--- config.mk ---
export PLATFORM = sky130hd
export DESIGN_NAME = vga_window_compositor
export DESIGN_NICKNAME = d
export VERILOG_FILES = /design/src/rtl/vga_window_compositor.sv
export SDC_FILE = /design/constraint.sdc
export NUM_CORES = 1
export LEC_CHECK = 0
export CAP_MARGIN = 15
export CORE_MARGIN = 4
export CORE_UTILIZATION = 23
export CTS_CLUSTER_DIAMETER = 40
export DETAILED_ROUTE_END_ITERATION = 8
export PLACE_DENSITY_LB_ADDON = 0.25
export SLEW_MARGIN = 10
export SYNTH_ARGS = -nofsm -noshare
export SYNTH_HDL_FRONTEND = slang
export SYNTH_SLANG_ARGS = --single-unit
--- constraint.sdc ---
create_clock -name clk -period 1.9 [get_ports clk]
set_input_delay 0.38 -clock clk [delete_from_list [all_inputs] [get_ports clk]]
set_output_delay 0.38 -clock clk [all_outputs]
set_load 0.01 [all_outputs]
--- src/rtl/vga_window_compositor.sv ---
`default_nettype none
// ============================================================================
// Module   : vga_window_compositor
// Brief    : Reads NUM_WIN side-by-side image windows, aligns RAM data with
//            VGA timing and composites 1-bit RGB with a button-driven reveal.
// Revision : 1.0 - initial release
// ============================================================================
module vga_window_compositor #(
  parameter int IMG_W   = 128,
  parameter int IMG_H   = 128,
  parameter int PIX_W   = 8,
  parameter int NUM_WIN = 2,
  parameter int RD_LAT  = 1,
  localparam int ADDR_W = $clog2(IMG_W) + $clog2(IMG_H)
) (
  input  logic                        clk,
  input  logic                        rst,
  input  logic [10:0]                 hcount,
  input  logic [10:0]                 vcount,
  input  logic                        blank,
  input  logic                        hs_in,
  input  logic                        vs_in,
  input  logic                        btn_start,
  input  logic                        btn_next,
  input  logic                        gen_done,
  input  logic [1:0]                  mode,
  input  logic [PIX_W-1:0]            thr,
  output logic [NUM_WIN*ADDR_W-1:0]   rd_addr,
  input  logic [NUM_WIN*PIX_W-1:0]    rd_data,
  output logic                        start_pulse,
  output logic                        hs,
  output logic                        vs,
  output logic                        R,
  output logic                        G,
  output logic                        B,
  output logic [NUM_WIN-1:0]          led
);

  localparam int c_xw = $clog2(IMG_W);
  localparam int c_yw = $clog2(IMG_H);
  // Wide enough for a window index and for reveal_cnt up to NUM_WIN.
  localparam int c_iw = $clog2(NUM_WIN + 1);

  typedef enum logic [1:0] {
    ST_IDLE   = 2'd0,
    ST_BUSY   = 2'd1,
    ST_REVEAL = 2'd2
  } state_t;

  typedef struct packed {
    logic            blank;
    logic            hs;
    logic            vs;
    logic            in_win;
    logic [c_iw-1:0] idx;
    logic [c_iw-1:0] rev;
  } vid_t;

  logic [10:0]     w_win_full;
  logic            w_in_win;
  logic [c_iw-1:0] w_win_idx;

  assign w_win_full = hcount >> c_xw;
  assign w_in_win   = (vcount < 11'(IMG_H)) && (w_win_full < 11'(NUM_WIN));
  assign w_win_idx  = w_win_full[c_iw-1:0];

  for (genvar k = 0; k < NUM_WIN; k++) begin : g_addr
    assign rd_addr[k*ADDR_W +: ADDR_W] = (w_in_win && (w_win_full == 11'(k))) ?
                                         {vcount[c_yw-1:0], hcount[c_xw-1:0]} : '0;
  end

  // Bits [1:0] synchronise, bit [2] is the previous value for edge detection.
  logic [2:0] r_bs_sync;
  logic [2:0] r_bn_sync;
  logic       r_start_evt;
  logic       r_next_evt;

  always_ff @(posedge clk or negedge rst) begin
    if (!rst) begin
      r_bs_sync   <= '0;
      r_bn_sync   <= '0;
      r_start_evt <= 1'b0;
      r_next_evt  <= 1'b0;
    end else begin
      r_bs_sync   <= {r_bs_sync[1:0], btn_start};
      r_bn_sync   <= {r_bn_sync[1:0], btn_next};
      r_start_evt <= r_bs_sync[1] & ~r_bs_sync[2];
      r_next_evt  <= r_bn_sync[1] & ~r_bn_sync[2];
    end
  end

  state_t          r_state;
  state_t          w_state_nxt;
  logic [c_iw-1:0] r_reveal_cnt;
  logic [c_iw-1:0] w_reveal_nxt;

  always_ff @(posedge clk or negedge rst) begin
    if (!rst) begin
      r_state      <= ST_IDLE;
      r_reveal_cnt <= '0;
    end else begin
      r_state      <= w_state_nxt;
      r_reveal_cnt <= w_reveal_nxt;
    end
  end

  always_comb begin
    w_state_nxt  = r_state;
    w_reveal_nxt = r_reveal_cnt;
    start_pulse  = 1'b0;
    case (r_state)
      ST_IDLE: begin
        if (r_start_evt) begin
          w_state_nxt = ST_BUSY;
          start_pulse = 1'b1;
        end
      end
      ST_BUSY: begin
        if (gen_done) begin
          w_state_nxt  = ST_REVEAL;
          w_reveal_nxt = c_iw'(1);
        end
      end
      ST_REVEAL: begin
        if (r_next_evt && (r_reveal_cnt < c_iw'(NUM_WIN))) begin
          w_reveal_nxt = r_reveal_cnt + c_iw'(1);
        end
      end
      default: w_state_nxt = ST_IDLE;
    endcase
  end

  // reveal_cnt travels with the pixel so a change lands RD_LAT+1 cycles later.
  vid_t w_vid_in;
  vid_t r_pipe [RD_LAT];
  vid_t w_last;

  always_comb begin
    w_vid_in.blank  = blank;
    w_vid_in.hs     = hs_in;
    w_vid_in.vs     = vs_in;
    w_vid_in.in_win = w_in_win;
    w_vid_in.idx    = w_win_idx;
    w_vid_in.rev    = r_reveal_cnt;
  end

  always_ff @(posedge clk or negedge rst) begin
    if (!rst) begin
      for (int i = 0; i < RD_LAT; i++) r_pipe[i] <= '0;
    end else begin
      r_pipe[0] <= w_vid_in;
      for (int i = 1; i < RD_LAT; i++) r_pipe[i] <= r_pipe[i-1];
    end
  end

  assign w_last = r_pipe[RD_LAT-1];

  logic [PIX_W-1:0] w_pix;
  logic             w_bit;
  logic             w_show;
  logic             w_colour;

  always_comb begin
    w_pix = '0;
    for (int k = 0; k < NUM_WIN; k++) begin
      if (w_last.idx == c_iw'(k)) w_pix = rd_data[k*PIX_W +: PIX_W];
    end
  end

  always_comb begin
    case (mode)
      2'd1:    w_bit = (w_pix >= thr);
      2'd2:    w_bit = ~w_pix[PIX_W-1];
      default: w_bit = w_pix[PIX_W-1];
    endcase
  end

  assign w_show   = w_last.in_win && (w_last.idx < w_last.rev);
  assign w_colour = w_last.blank ? 1'b0 : (w_show ? w_bit : 1'b1);

  logic [NUM_WIN-1:0] w_led;
  for (genvar i = 0; i < NUM_WIN; i++) begin : g_led
    assign w_led[i] = (c_iw'(i) < r_reveal_cnt);
  end

  logic               r_hs;
  logic               r_vs;
  logic               r_rgb;
  logic [NUM_WIN-1:0] r_led;

  always_ff @(posedge clk or negedge rst) begin
    if (!rst) begin
      r_hs  <= 1'b0;
      r_vs  <= 1'b0;
      r_rgb <= 1'b0;
      r_led <= '0;
    end else begin
      r_hs  <= w_last.hs;
      r_vs  <= w_last.vs;
      r_rgb <= w_colour;
      r_led <= w_led;
    end
  end

  assign hs  = r_hs;
  assign vs  = r_vs;
  assign R   = r_rgb;
  assign G   = r_rgb;
  assign B   = r_rgb;
  assign led = r_led;

endmodule
`default_nettype wire
==> run metrics <==
Post-synth ARST share=100%; final hold violations=0; Tmin final=2.28 ns; Starting Density=23.5%; Post-DP HPWL=3180 microns; H-tree level count=1; Mapped Cells=140; # Max-Cap Violations=0; clock network fraction of total power=29.8%; number of synthesized register bits=24; antenna viol nets, final=0; CP required=1.52 ns; Routed WL=4320 microns; fillers=581; ys flop type=dfrtp_1; total grt overflow=0; Setup CP Type=primary input to primary output; fin crit share=120%; FP Rows=28; initial antenna violation count=0; Seq/Total Area, Yosys=43.4%; worst hold-check slack=0.358 ns; post-synth cell types=30; TritonCTS clock tree=yes; total global-route track usage=11.6%; VDD IR-drop max=0.474 mV; Pwr per Cell Area=541 nW/um^2; Die Wd=85.6 microns; CTS buffer count=3; First DRT Iteration DRCs=59; vias in the first global route=1488; DRC violations left=0; Final Slew Violations=0; vias post-DR=1373; first-pass GRT wire length=6880 microns; Reg power frac=42.9%; Synth Warn #=0; RSZ-0062 raised after global routing=true; routability congestion estimate=0.692; Worst Setup SP=hcount[9]; port bufs=91; relative slew slack=79.8%; status=finished with violations; # clock sinks=24; skew final=0.00477 ns; leakage=1.33 nW; Cell Area, Synth=1390 sq um; CP Capture Type=primary output; Post-synth EDFFs=0; Setup crit start kind=primary input; Die Ht=85.6 microns; failing checks=negative setup slack; Int Pwr=1.10 mW; Clock transition at path regs=0.08 ns; Clock Latency Late Sink=0.26 ns; DR WL/cell=13.2 microns; Placed Area=2470 sq um; Synth-to-Final Area Change=95.5%; Post-Route Setup TNS=-7.93 ns; ratio of cells with drive above 1 in the final layout=34.7%; Diodes inserted=0; die area=7330 sq um; setup ws final=-0.383 ns; Core Util, Final=46.0%; NumNets Final=320; largest net degree at the start of global routing=25; Core ar.=5890 sq um; hold path startpoint=r_bn_sync[0]; worst-margin pin slew=0.303 ns; WP data arrival=1.90 ns; Root Driver=clkbuf_8; Post-Place Setup Slack=-0.979 ns; Mean Syn Cell Area=9.89 sq um; TritonRoute pass-1 iters=4; # IOs=92; cell area after layout=2710 sq um; switching part of the total=24.8%; Final setup viols=28; origin of the critical flop-to-flop path=r_pipe[2]; vias per cell=4.21; Syn Nets=208; switching power total=0.363 mW; Combinational Power Share=27.3%; Fmax=438 MHz; CTS Buffer Depth=2; worst-path fanout max=3; Min-Delay Path Class=register to register
==> final timing paths <==
kind                                end  slack (ns)  depth (start not counted)
min in group asynchronous     r_pipe[3]        0.47                          2
min                        r_bn_sync[1]        0.36                          0
max reg2reg                           B        0.14                          7
max                         rd_addr[15]       -0.38                          9
min reg2reg                r_bn_sync[1]        0.36                          0
max in group asynchronous     r_pipe[2]        1.18                          2
==> power groups by stage <==
stage	clock network [mW]	registers (mW)	logic, mW
after floorplan	0	0.631	0.167
after global placement	0	0.633	0.390
after detailed placement	0	0.638	0.393
after CTS	0.451	0.629	0.403
after global routing	0.476	0.640	0.447
final	0.437	0.628	0.400
==> kinds of logic after synthesis <==
group	synth area share [%]
buf+inv	7.23
simple gates	24.8
compound gates	7.23
mux	6.59
fa+ha+maj	10.8
flops	43.4
==> cells in the mapped netlist, types with 2 or more instances <==
cell type	n	area [sq um]
a21oi_1	5	25.0
a31oi_1	2	12.5
and2_1	14	87.6
and3_1	14	87.6
buf_2	2	10.0
buf_4	4	30.0
dfrtp_1	24	601
ha_1	12	150
inv_1	14	52.6
mux2i_1	8	80.1
nand2_1	3	11.3
nand2b_1	3	18.8
nand3_1	2	10.0
nor2_1	11	41.3
nor2b_1	4	25.0
o211ai_1	2	15.0
o21ai_0	3	15.0
==> repair_timing <==
item	4_1_cts	5_1_grt
gates cloned	2	0
pin swaps	15	5
gates resized for setup	163	13
hold buffers	0	0
endpoints found under the setup margin	28	30
buffers inserted	12	1
==> state kept, by name, summed over array words and instances, names as in the netlist <==
register and flops:
B 1, hs 1, led 2, r_bn_sync 3, r_bs_sync 3, r_next_evt 1
r_pipe 7, r_reveal_cnt 2, r_start_evt 1, r_state 2, vs 1
==> layout by cell type (no fill, tap or decap), drive strengths merged, types with 4 or more instances in the layout <==
| master | instances |
|---|---|
| a21oi | 5 |
| and2 | 14 |
| and3 | 14 |
| buf | 55 |
| clkdlybuf4s50 | 58 |
| dfrtp | 24 |
| ha | 12 |
| inv | 14 |
| mux2i | 8 |
| nor2 | 11 |
| nor2b | 4 |
==> layout make-up <==
type	count	area (sq um)	area share [%]
tap	75	93.8	3.47
sequential	24	602	22.2
multi-input combinational	94	764	28.2
inverter	14	52.6	1.94
timing repair buffer	115	1120	41.5
clock inverter	1	30.0	1.11
clock buffer	3	41.3	1.52
==> per-layer routing <==
layer	track usage [%]	share of wire [%]	wire, microns	vias to the layer above
met5	0	0	0	-
met4	0.863	0.093	4	0
met3	4.90	9.8	425	2
met2	20.6	50	2150	54
met1	13.6	40	1740	626
li1	-	-	-	691
==> worst max-delay path, stage by stage <==
cell	delay, ns
buf_6	0.09
or4_4	0.54
nor4_4	0.17
buf_4	0.17
buf_6	0.09
buf_6	0.10
buf_6	0.09
and3_4	0.18
buf_6	0.09
==> through the flow <==
| stage | power, mW | std cells |
|---|---|---|
| 6_report | 1.47 | 326 |
| 5_1_grt | 1.56 | 326 |
| 4_1_cts | 1.48 | 327 |
| 3_5_place_dp | 1.03 | 309 |
| 3_3_place_gp | 1.02 | 309 |
| 2_1_floorplan | 0.798 | 140 |
Power figures use the tool's default switching activity.
==> RTL edit 1, RTL diff (same settings) <==
Encoding of `state_t`: now one-hot (3 bits for 3 states).
--- a/src/rtl/vga_window_compositor.sv
+++ b/src/rtl/vga_window_compositor.sv
@@ -41,10 +41,10 @@
   // Wide enough for a window index and for reveal_cnt up to NUM_WIN.
   localparam int c_iw = $clog2(NUM_WIN + 1);
 
-  typedef enum logic [1:0] {
-    ST_IDLE   = 2'd0,
-    ST_BUSY   = 2'd1,
-    ST_REVEAL = 2'd2
+  typedef enum logic [2:0] {
+    ST_IDLE   = 3'b001,
+    ST_BUSY   = 3'b010,
+    ST_REVEAL = 3'b100
   } state_t;
 
   typedef struct packed {
Function: no difference found for any inputs over 10 cycles, from zero or initial values and one cycle with rst low; not proved beyond that.
==> RTL edit 1 against the unedited design <==
The run still ends with setup timing left; total power fell by 10%; hold slack got worse by 7.8 ps; clock power fell by 32%; setup slack improved by 34 ps; first-iteration DRC count fell by 75%; sequential power rose by 2%; final area rose by 0.97%; wire length fell by 9.9%; via count rose by 2.0%; critical path depth did not move; area after synthesis rose by 4.4%; sequential cell count rose by 1; critical path type unchanged; largest cell class unchanged; largest power group unchanged.
==> RTL edit 1: results <==
metrics = {
    "synth": {
        "synthTopCellsByCount": "dfrtp_1 (24), inv_1 (15), and2_1 (14), and3_1 (14)",
        "synth.top_cells.by_area": "dfrtp_1 (42%), ha_1 (10%), and2_1 (6.1%)",
        "yosys_warnings": 0,
        "share_of_the_yosys_chip_area_belonging_to_registers": 0.4334,
        "synthesis.area_per_instance_sq_um": 9.773,
        "post_syn_nets": 216,
    },
    "run_status": {
        "violations": "setup timing",
        "run_status": "complete, but fails checks",
    },
    "route": {
        "detailroute.wirelength.met3_um": 390,
        "maxUsedRoutingLayer": "met4",
        "route.vias.total": 1401,
        "wl_met2_mm": 1.933,
        "drt-total-wl_mm": 3.891,
        "detail_route.iter0.violations": 15,
        "met1Wirelength_mm": 1.540,
        "detail_route.vias_per_cell": 4.207,
    },
    "power": {
        "net_switching_power_mw": 0.3306,
        "total_power_mw": 1.313,
        "seq_power_share": 0.487,
        "vdd_drop_max_mv": 0.2824,
        "power_leakage_nw": 1.320,
        "comb_power_share": 0.287,
    },
    "grt": {
        "grt_pass1_vias": 1294,
        "pin_count_of_the_biggest_net_entering_global_routing": 26,
        "grtUsageMet1": 0.1212,
        "met2_use_gr": 0.1582,
        "grt_pass1_wl_mm": 5.954,
        "track_usage": 0.09610,
        "groute.layer.met3.usage": 0.03311,
    },
    "place": {
        "hpwl_mm": 3.015,
        "finalWeightedCongestion": 0.6966,
        "dp.cells": 319,
        "detailed_place.area_sq_um": 2531,
        "preCtsSetupSlack_ps": -977.3,
    },
    "setup_path": {
        "cp_max_fo": 4,
        "reg2regPathDepth": 7,
        "critPathSlowestCell": "or4_4",
        "worst-endpoint-arrival_ps": 1870,
    },
    "sta": {
        "timing.setup.tns_ps": -6550,
        "post_route_skew_ps": 6.822,
        "finalWorstSetupSlack_ps": -348.8,
        "timing.final.setup_violations": 28,
        "timing_worst_slew_pin_value_ps": 304.3,
        "worst_hold_slack_ps": 350.1,
    },
    "cells_and_area": {
        "post_route_cells_drive_above_1_share": 0.3372,
        "finish.net_count": 327,
    },
    "clock_tree": {
        "clkSlewWorstSetupHoldPaths_ps": 70,
        "cts_setup_buffers": 9,
        "clock-root-buffer": "clkbuf_8",
        "post_cts_resize_count": 159,
    },
}
[RTL edit 1: cells by family (layout without fill, tap and decap cells)]
family | count (synthesis) | after routing | share of synthesized area
AND/OR/NAND/NOR | 62 | 62 | 0.2604
flip-flops | 25 | 25 | 0.4334
buffers and inverters | 23 | 133 | 0.07179
AO/OA/AOI/OAI | 18 | 18 | 0.07526
adder cells (fa/ha/maj) | 12 | 12 | 0.1038
multiplexers | 8 | 8 | 0.05537
[RTL edit 1: area by class of cell]
cell class | count | area, sq um
fillers | 604 | 3292
repair buffers | 114 | 1101
multi-input cells | 100 | 809.5
flip-flops and latches | 25 | 628.1
well taps | 75 | 93.84
inverters | 15 | 56.30
clock buffers | 4 | 45.04
[RTL edit 1: worst paths after layout]
check / start / endpoint
setup / recovery: hcount[8] / rd_addr[21]
hold / removal: r_bn_sync[0] / r_bn_sync[1]
setup reg to reg: r_pipe[2] / B
hold reg to reg: r_bn_sync[0] / r_bn_sync[1]
max in group asynchronous: rst / r_state[0]
min in group asynchronous: rst / r_state[1]
==> RTL edit 2, RTL diff (same settings) <==
Without the edit above. Change the parameter `RD_LAT` from 1 to 2. Comments in the files are not updated.
--- a/src/rtl/vga_window_compositor.sv
+++ b/src/rtl/vga_window_compositor.sv
@@ -10,7 +10,7 @@
   parameter int IMG_H   = 128,
   parameter int PIX_W   = 8,
   parameter int NUM_WIN = 2,
-  parameter int RD_LAT  = 1,
+  parameter int RD_LAT  = 2,
   localparam int ADDR_W = $clog2(IMG_W) + $clog2(IMG_H)
 ) (
   input  logic                        clk,
Behaviour: not the same (a bounded check fails within 4 cycles, from zero or initial values and one cycle with rst low).
==> RTL edit 2 against the unedited design <==
The run still ends with setup timing left; sequential cell count is 8 higher; total power rose by 18%; combinational power shrank 5.5%; setup slack improved by 48 ps; wire length shrank 6.4%; via count up 3.5%; cell count rose by 3.4%; non-clock buffer count shrank 2; area after synthesis increased by 14%; hold slack worse by 12 ps; clock skew down 3.4 ps; final area increased by 5.9%; largest power group unchanged.
==> RTL edit 2: results <==
metrics = {
    "run_status": {
        "run_status": "complete, but fails checks",
        "violations": "setup timing",
    },
    "clock_tree": {
        "clkSlewWorstSetupHoldPaths_ps": 60,
        "cts_bufs_inserted": 5,
        "cts_setup_buffers": 10,
    },
    "grt": {
        "grt_pass1_wl_mm": 6.727,
        "pin_count_of_the_biggest_net_entering_global_routing": 33,
        "track_usage": 0.09788,
        "grt_pass1_vias": 1464,
        "grt_antenna_before_repair": 0,
    },
    "power": {
        "comb-power_mw": 0.378,
        "power_leakage_nw": 1.418,
        "pwr-share-clk": 0.308,
        "sw_frac_of_total": 0.2359,
        "vdd_drop_max_mv": 0.4039,
        "power_clock_mw": 0.532,
    },
    "sta": {
        "post_route_skew_ps": 1.343,
        "finalWorstSetupSlack_ps": -335.6,
        "timing_worst_slew_pin_value_ps": 384.2,
        "timing.setup.tns_ps": -7186,
        "timing.final.setup_violations": 28,
    },
    "route": {
        "drtPass1Iterations": 3,
        "met1Wirelength_mm": 1.620,
        "detailroute.wirelength.met3_um": 362,
        "wl_met2_mm": 2.058,
    },
    "place": {
        "preCtsSetupSlack_ps": -977.1,
        "hpwl_mm": 3.040,
        "detailed_place.area_sq_um": 2638,
        "finalWeightedCongestion": 0.6952,
    },
    "setup_path": {
        "critical_path.startpoint": "hcount[8]",
        "worst-endpoint-arrival_ps": 1860,
    },
    "synth": {
        "share_of_the_yosys_chip_area_belonging_to_registers": 0.5051,
        "synth.top_cells.by_area": "dfrtp_1 (51%), ha_1 (9.5%), and2_1 (5.5%)",
        "synthTopCellsByCount": "dfrtp_1 (32), and2_1 (14), and3_1 (14), inv_1 (14), ha_1 (12)",
    },
    "cells_and_area": {
        "largestRegisters": "r_pipe: 15 flops, r_bn_sync: 3 flops, r_bs_sync: 3 flops",
        "fill_cells": 624,
        "finish.net_count": 328,
    },
    "worst_hold_path": {
        "hold_start": "r_pipe[6]",
    },
}
RTL edit 2: cell count changes in the layout (fill, tap and decap cells not counted), sizes merged:
cell | before | now
bufinv | 1 | 0
clkbuf | 3 | 7
buf | 55 | 54
clkdlybuf4s15 | 1 | 0
dfrtp | 24 | 32
RTL edit 2: cell families (layout without fill, tap and decap cells):
family          count (synthesis)  after routing  synth area share
compound gates                 16             16           0.06314
fa+ha+maj                      12             12           0.09471
buf+inv                        22            134           0.06314
flops                          32             32            0.5051
mux                             9              9           0.05762
simple gates                   57             57            0.2163
RTL edit 2: area by class of cell:
cell class,instances,share of cell area
repair buffers,113,0.3757
flip-flops and latches,32,0.2797
multi-input cells,94,0.2592
clock buffers,7,0.03360
well taps,77,0.03360
inverters,14,0.01832
RTL edit 2: critical path, cell delays in order:
cell,delay [ps]
buf_6,90
or4_4,530
nor4_4,200
buf_4,180
buf_6,100
buf_6,90
and3_1,150
buf_2,130
RTL edit 2: metrics by stage:
| stage | std cells | utilization |
|---|---|---|
| after floorplan | 148 | - |
| after global placement | 318 | 0.4038 |
| after detailed placement | 318 | 0.4038 |
| after CTS | 336 | 0.4238 |
| after global routing | 337 | 0.4391 |
| final | 337 | 0.4391 |
RTL edit 2: metal layers:
metal	global-route usage	vias to the layer above
li1	-	718
met3	0.03967	0
met1	0.1094	651
met5	0	-
met2	0.1760	52
met4	0.01884	0
RTL edit 2: path summary, 6_finish.rpt:
kind | to | slack (ps) | cells after the start
setup / recovery | rd_addr[17] | -340 | 8
hold / removal | hs | 350 | 0
setup reg to reg | B | 130 | 7
hold reg to reg | hs | 350 | 0
max in group asynchronous | r_pipe[2] | 1100 | 2
min in group asynchronous | r_bs_sync[0] | 500 | 2
